--- src/rtl/seq_tx_pkg.sv ---
`default_nettype none
// ============================================================================
// Module   : seq_tx_pkg
// Brief    : Shared state type and default unlock pattern for the sequence
//            transmitter and the detector bench.
// Revision : 1.0
// ============================================================================
package seq_tx_pkg;

    typedef enum logic [1:0] {
        ST_IDLE  = 2'd0,
        ST_SEND  = 2'd1,
        ST_GUARD = 2'd2,
        ST_DONE  = 2'd3
    } seq_tx_state_t;

    localparam int          SEQ_TX_LEN     = 12;
    localparam logic [11:0] SEQ_TX_PATTERN = 12'b0101_0000_1000;
    localparam int          SEQ_TX_REPEAT  = 2;
    localparam int          SEQ_TX_GUARD   = 2;

endpackage : seq_tx_pkg
`default_nettype wire

--- src/rtl/seq_transmitter_if.sv ---
`default_nettype none
// ============================================================================
// Module   : seq_transmitter_if
// Brief    : Frame request/abort handshake and serial line of the transmitter.
// Revision : 1.0
// ============================================================================
interface seq_transmitter_if;

    logic start;
    logic abort;
    logic tx;
    logic busy;
    logic done;

    modport master (
        output start,
        output abort,
        input  tx,
        input  busy,
        input  done
    );

    modport slave (
        input  start,
        input  abort,
        output tx,
        output busy,
        output done
    );

endinterface : seq_transmitter_if
`default_nettype wire

--- src/rtl/seq_tx_symctr.sv ---
`default_nettype none
// ============================================================================
// Module   : seq_tx_symctr
// Brief    : Bit and repeat counters walking the pattern MSB first.
// Revision : 1.0
// ============================================================================
module seq_tx_symctr #(
    parameter int PATTERN_LEN = 12,
    parameter int REPEAT      = 2,
    parameter int BW          = 4,
    parameter int CW          = 2
) (
    input  wire logic          clk,
    input  wire logic          rst,
    input  wire logic          i_load,
    input  wire logic          i_step,
    output logic [BW-1:0]      o_bit_idx,
    output logic               o_last_rep,
    output logic               o_last_bit
);

    localparam int c_FIRST_BIT = PATTERN_LEN - 1;
    localparam int c_LAST_REP  = REPEAT - 1;

    logic [BW-1:0] r_bit;
    logic [CW-1:0] r_rep;

    always_ff @(posedge clk or posedge rst) begin
        if (rst) begin
            r_bit <= '0;
            r_rep <= '0;
        end else if (i_load) begin
            r_bit <= c_FIRST_BIT[BW-1:0];
            r_rep <= '0;
        end else if (i_step) begin
            if (o_last_rep) begin
                r_rep <= '0;
                // Bit index holds at 0 so it never wraps past the last bit
                if (!o_last_bit) begin
                    r_bit <= r_bit - BW'(1);
                end
            end else begin
                r_rep <= r_rep + CW'(1);
            end
        end
    end

    assign o_bit_idx  = r_bit;
    assign o_last_rep = (r_rep == c_LAST_REP[CW-1:0]);
    assign o_last_bit = (r_bit == '0);

endmodule : seq_tx_symctr
`default_nettype wire

--- src/rtl/seq_transmitter.sv ---
`default_nettype none
// ============================================================================
// Module   : seq_transmitter
// Brief    : Serial unlock-sequence transmitter: repeated pattern bits, guard
//            zeros, then a one-cycle done pulse.
// Revision : 1.0
// ============================================================================
module seq_transmitter
    import seq_tx_pkg::*;
#(
    parameter int                     PATTERN_LEN = SEQ_TX_LEN,
    parameter logic [PATTERN_LEN-1:0] PATTERN     = SEQ_TX_PATTERN,
    parameter int                     REPEAT      = SEQ_TX_REPEAT,
    parameter int                     GUARD       = SEQ_TX_GUARD
) (
    input  wire logic          clk,
    input  wire logic          RESET,
    seq_transmitter_if.slave   bus
);

    localparam int c_BW   = (PATTERN_LEN > 1) ? $clog2(PATTERN_LEN) : 1;
    localparam int c_CMAX = (REPEAT > GUARD) ? REPEAT : GUARD;
    localparam int c_CW   = $clog2(c_CMAX + 1);
    localparam int c_GMAX = GUARD - 1;

    localparam logic [1:0] c_ST_IDLE  = ST_IDLE;
    localparam logic [1:0] c_ST_SEND  = ST_SEND;
    localparam logic [1:0] c_ST_GUARD = ST_GUARD;
    localparam logic [1:0] c_ST_DONE  = ST_DONE;

    generate
        if (REPEAT < 1) begin : g_chk_repeat
            $error("seq_transmitter: REPEAT must be >= 1");
        end
        if (GUARD < 1) begin : g_chk_guard
            $error("seq_transmitter: GUARD must be >= 1");
        end
        if (PATTERN_LEN < 1) begin : g_chk_len
            $error("seq_transmitter: PATTERN_LEN must be >= 1");
        end
    endgenerate

    logic [1:0]      r_state;
    logic [c_CW-1:0] r_guard;
    logic            r_tx;
    logic            r_busy;
    logic            r_done;

    logic [c_BW-1:0] w_bit_idx;
    logic [c_BW-1:0] w_next_idx;
    logic            w_last_rep;
    logic            w_last_bit;
    logic            w_load;
    logic            w_step;

    assign w_load     = (r_state == c_ST_IDLE) && bus.start;
    assign w_step     = (r_state == c_ST_SEND) && !bus.abort;
    assign w_next_idx = w_bit_idx - c_BW'(1);

    seq_tx_symctr #(
        .PATTERN_LEN (PATTERN_LEN),
        .REPEAT      (REPEAT),
        .BW          (c_BW),
        .CW          (c_CW)
    ) u_symctr (
        .clk        (clk),
        .rst        (RESET),
        .i_load     (w_load),
        .i_step     (w_step),
        .o_bit_idx  (w_bit_idx),
        .o_last_rep (w_last_rep),
        .o_last_bit (w_last_bit)
    );

    // tx is loaded one step ahead so the line is registered yet shows the
    // first bit in the cycle right after start is sampled
    always_ff @(posedge clk or posedge RESET) begin
        if (RESET) begin
            r_state <= c_ST_IDLE;
            r_guard <= '0;
            r_tx    <= 1'b0;
            r_busy  <= 1'b0;
            r_done  <= 1'b0;
        end else begin
            r_done <= 1'b0;
            case (r_state)
                c_ST_IDLE: begin
                    r_tx <= 1'b0;
                    if (bus.start) begin
                        r_state <= c_ST_SEND;
                        r_tx    <= PATTERN[PATTERN_LEN-1];
                        r_busy  <= 1'b1;
                    end
                end
                c_ST_SEND: begin
                    if (bus.abort) begin
                        r_state <= c_ST_IDLE;
                        r_tx    <= 1'b0;
                        r_busy  <= 1'b0;
                    end else if (w_last_rep && w_last_bit) begin
                        r_state <= c_ST_GUARD;
                        r_guard <= '0;
                        r_tx    <= 1'b0;
                    end else if (w_last_rep) begin
                        r_tx <= PATTERN[w_next_idx];
                    end
                end
                c_ST_GUARD: begin
                    r_tx <= 1'b0;
                    if (bus.abort) begin
                        r_state <= c_ST_IDLE;
                        r_busy  <= 1'b0;
                    end else if (r_guard == c_GMAX[c_CW-1:0]) begin
                        r_state <= c_ST_DONE;
                        r_busy  <= 1'b0;
                        r_done  <= 1'b1;
                    end else begin
                        r_guard <= r_guard + c_CW'(1);
                    end
                end
                c_ST_DONE: begin
                    r_state <= c_ST_IDLE;
                    r_tx    <= 1'b0;
                    r_busy  <= 1'b0;
                end
                default: begin
                    r_state <= c_ST_IDLE;
                    r_tx    <= 1'b0;
                    r_busy  <= 1'b0;
                end
            endcase
        end
    end

    assign bus.tx   = r_tx;
    assign bus.busy = r_busy;
    assign bus.done = r_done;

endmodule : seq_transmitter
`default_nettype wire
--- src/flat_wrapper.sv ---
// flat-port wrapper written by rule: the top's interface ports become plain ports
module seq_transmitter_flat import seq_tx_pkg::*;
#(
    parameter int                     PATTERN_LEN = SEQ_TX_LEN,
    parameter logic [PATTERN_LEN-1:0] PATTERN     = SEQ_TX_PATTERN,
    parameter int                     REPEAT      = SEQ_TX_REPEAT,
    parameter int                     GUARD       = SEQ_TX_GUARD
)
  (clk, RESET, bus_start, bus_abort, bus_tx, bus_busy, bus_done);
  seq_transmitter_if bus_i ();
  input  wire logic clk;
  input  wire logic RESET;
  input wire logic [$bits(bus_i.start)-1:0] bus_start;
  input wire logic [$bits(bus_i.abort)-1:0] bus_abort;
  output wire logic [$bits(bus_i.tx)-1:0] bus_tx;
  output wire logic [$bits(bus_i.busy)-1:0] bus_busy;
  output wire logic [$bits(bus_i.done)-1:0] bus_done;
  assign bus_i.start = bus_start;
  assign bus_i.abort = bus_abort;
  assign bus_tx = bus_i.tx;
  assign bus_busy = bus_i.busy;
  assign bus_done = bus_i.done;
  seq_transmitter #(.PATTERN_LEN(PATTERN_LEN), .PATTERN(PATTERN), .REPEAT(REPEAT), .GUARD(GUARD)) u_core (.clk(clk), .RESET(RESET), .bus(bus_i));
endmodule
--- config.mk ---
export PLATFORM = sky130hd
export DESIGN_NAME = seq_transmitter_flat
export DESIGN_NICKNAME = d
export VERILOG_FILES = /design/src/rtl/seq_tx_pkg.sv /design/src/rtl/seq_transmitter_if.sv /design/src/rtl/seq_tx_symctr.sv /design/src/rtl/seq_transmitter.sv /design/src/flat_wrapper.sv
export SDC_FILE = /design/constraint.sdc
export NUM_CORES = 1
export LEC_CHECK = 0
export BUFFER_PORTS_ARGS = -buffer_cell sky130_fd_sc_hd__clkbuf_2
export CORE_UTILIZATION = 54
export CTS_BUF_LIST = sky130_fd_sc_hd__clkbuf_4 sky130_fd_sc_hd__clkbuf_8
export DETAILED_ROUTE_END_ITERATION = 10
export PLACE_DENSITY_LB_ADDON = 0.25
export REMOVE_ABC_BUFFERS = 1
export SETUP_SLACK_MARGIN = 0.15
export SLEW_MARGIN = 20
export SYNTH_ARGS = -nofsm -noshare
export SYNTH_HDL_FRONTEND = slang
export SYNTH_SLANG_ARGS = --single-unit
export TNS_END_PERCENT = 30
--- constraint.sdc ---
create_clock -name clk -period 1.8 [get_ports clk]
set_clock_uncertainty 0.1 [all_clocks]
set_input_delay 0.36 -clock clk [delete_from_list [all_inputs] [get_ports clk]]
set_output_delay 0.36 -clock clk [all_outputs]
set_load 0.02 [all_outputs]
==> results.yml <==
synthesis:
  synth_area_um2: 761
  synth_edf_count: 0
  netlist.area_leader.share_pct: 42.8
  ys_ff_latch: 13
  synth-async-reset-ratio_pct: 100
  ys_types: 33
  synth.area.top_cells: "dfrtp_1 (43%), o21ai_0 (5.9%), ha_1 (4.9%), inv_1 (4.4%), nand2_1 (3.0%)"
  ys.flop_type: "dfrtp_1"
  syn_inst: 82
  syn_avg_cell_area_um2: 9.28
  synth_area_leader_cell: "dfrtp_1"
  seq_area_frac_synth_pct: 42.8
  synth_warnings: 0
timing:
  max_slew.worst_pin.slew_ns: 0.496
  setup_viol: 3
  drv_slew: 0
  finalCriticalPeriod_ns: 1.88
  tns_ns: -0.140
  timing.fmax_mhz: 531
  fin_ws_ns: -0.0836
  maxSlewHeadroom_pct: 66.9
  min_period_over_period_pct: 105
  rsz0062_at_grt: "true"
  hold_viol: 0
final_layout:
  register_area_um2: 325
  nNetsFinal: 113
  area_growth_pct: 30.3
  fill_cells: 86
  fin_util_pct: 76.2
  drive_gt1_share_pct: 36.2
  multi_input_area_um2: 434
  layout_common_cells: "buf_4 (13), dfrtp_1 (13), inv_1 (7), o21ai_0 (7)"
  final_cells: 120
  insertedDiodeCount: 0
critical_path:
  crit_top_cell: "nand3_2"
  path_cells: "inv_2 > ha_4 > or3b_4 > or4_4 > nand3_2 > nand3_2"
  end_kind: "flip-flop"
  path_max_fanout: 2
  crit_path_start_kind: "flip-flop"
  crit_slowest_cell: "or4_4"
  arrival_ns: 1.95
  cp_slowest_stage_delay_ns: 0.52
  cp.required_ns: 1.86
  crit_type: "flip-flop to flip-flop"
power:
  internal_power_uw: 519
  p_sw_share_pct: 32.6
  power_frac_seq_pct: 44.5
  pwr-share-comb_pct: 28.9
  p_leak_nw: 0.476
  peakVddDrop_mv: 0.464
  power_frac_clock_pct: 26.6
  power.density_nw_per_um2: 776
  power_uw: 769
  switchingPower_uw: 251
placed_design:
  io_buffers: 6
  post-place-ws_ns: -0.0431
  dp_hpwl_um: 1280
  gp_congestion: 0.840
  dp_cells: 112
global_routing:
  grt_pass1_vias: 677
  overflow: 0
  antenna_found_initial: 0
  grt_pass1_wl_um: 2830
  grt.total_usage_pct: 27.5
  grt_max_degree: 14
floorplan:
  dieArea_um2: 1560
  pin_count: 7
  rows: 13
  core-area_um2: 1300
  initial_core_util_pct: 58.5
  dieWidth_um: 39.5
  die_h_um: 39.5
worst_hold_path:
  worstHoldPathType: "primary input to flip-flop"
clocking:
  clk_path_buf_depth: 2
  insertion_delay_ns: 0.28
  cts_sinks: 13
  cts_tree: "yes"
  cts_root_buffer: "clkbuf_4"
  cts-buffers-inserted: 3
  h-tree-depth: 1
  clk_pin_slew_worst_paths_ns: 0.08
run_status:
  status: "complete, but fails checks"
  violations: "setup timing"
flow_run:
  maxCapViolations: 0
detailed_routing:
  wl_um: 2020
  route.vias.total: 757
  via_per_inst: 6.31
  ant_nets: 0
  wire_per_inst_um: 16.9
  first_pass_iters: 4
  drc: 0
  drt_iter0_markers: 32
## metrics by stage
step           hold WS [ns]  area [µm²]
2_1_floorplan         0.137         749
3_3_place_gp          0.276         881
3_5_place_dp          0.290         881
4_1_cts               0.308         941
5_1_grt               0.323         991
6_report              0.325         991
## worst max-delay path, delay by kind of cell, from the launching register on
family        cells  cell delay [ns]
simple gates      4             1.05
flops             1             0.40
fa+ha+maj         1             0.13
buf+inv           1             0.09
## worst paths after layout
check	from	endpoint	slack, ns	depth (start not counted)
setup / recovery	u_core.u_symctr.o_bit_idx[1]	u_core.r_guard[1]	-0.08	6
min in group asynchronous	RESET	u_core.r_state[1]	0.52	3
setup reg to reg	u_core.u_symctr.o_bit_idx[1]	u_core.r_guard[1]	-0.08	6
max in group asynchronous	RESET	u_core.u_symctr.o_bit_idx[1]	0.74	3
hold reg to reg	u_core.u_symctr.r_rep[1]	u_core.u_symctr.r_rep[1]	0.42	1
hold / removal	bus_start	u_core.u_symctr.r_rep[0]	0.32	4
## layer usage
layer,vias to the layer above,wire (µm),part of all wire [%],GRT usage [%]
met1,364,829,41,32.5
met5,-,0,0,0
li1,350,-,-,-
met2,33,1060,52,48.8
met3,10,102,5.0,5.11
met4,0,36,1.8,9.48
## sequential cells by signal, summed over array words and instances, names as in the netlist
register and cells:
u_core.u_symctr.o_bit_idx 4, u_core.r_guard 2, u_core.r_state 2, u_core.u_symctr.r_rep 2, u_core.bus.busy 1, u_core.bus.done 1
u_core.bus.tx 1
## power by group through the flow
| stage | Clock [mW] | Combinational (mW) | Sequential, mW |
|---|---|---|---|
| floorplan | 0 | 0.0984 | 0.352 |
| global placement | 0 | 0.179 | 0.343 |
| detailed placement | 0 | 0.186 | 0.345 |
| CTS | 0.208 | 0.203 | 0.340 |
| global route | 0.221 | 0.244 | 0.345 |
| finish | 0.204 | 0.223 | 0.342 |
## synth_stat cells, types with 2 or more instances
cell type,number
ha_1,3
nand3_1,2
nand4_1,2
nand3_2,2
a21oi_1,4
dfrtp_1,13
nor3_1,4
nand2_1,6
nor3b_1,2
nor2b_1,3
inv_1,9
a31oi_1,2
nor2_1,2
o21ai_0,9
## timing repair
item	in CTS	in global routing
endpoints found under the setup margin	6	7
setup buffers	1	2
hold buffers	1	0
endpoints found under the hold margin	13	0
pin swaps	1	5
resized for setup	4	8
## layout make-up
class | count | share of cell area, %
Tap cell | 15 | 1.89
Sequential cell | 13 | 32.8
Clock buffer | 4 | 3.03
Inverter | 9 | 3.41
Multi-Input combinational cell | 58 | 43.8
Timing Repair Buffer | 21 | 15.0
## cells by family (layout without fill, tap and decap cells)
kind of cell	count (synthesis)	count (layout)	synth area share, %
simple gates	29	29	23.7
compound gates	23	23	19.1
flops	13	13	42.8
buf+inv	11	34	5.92
fa+ha+maj	3	3	4.93
xor+xnor	2	2	2.30
mux	1	1	1.32
(Power assumes the default switching activity.)
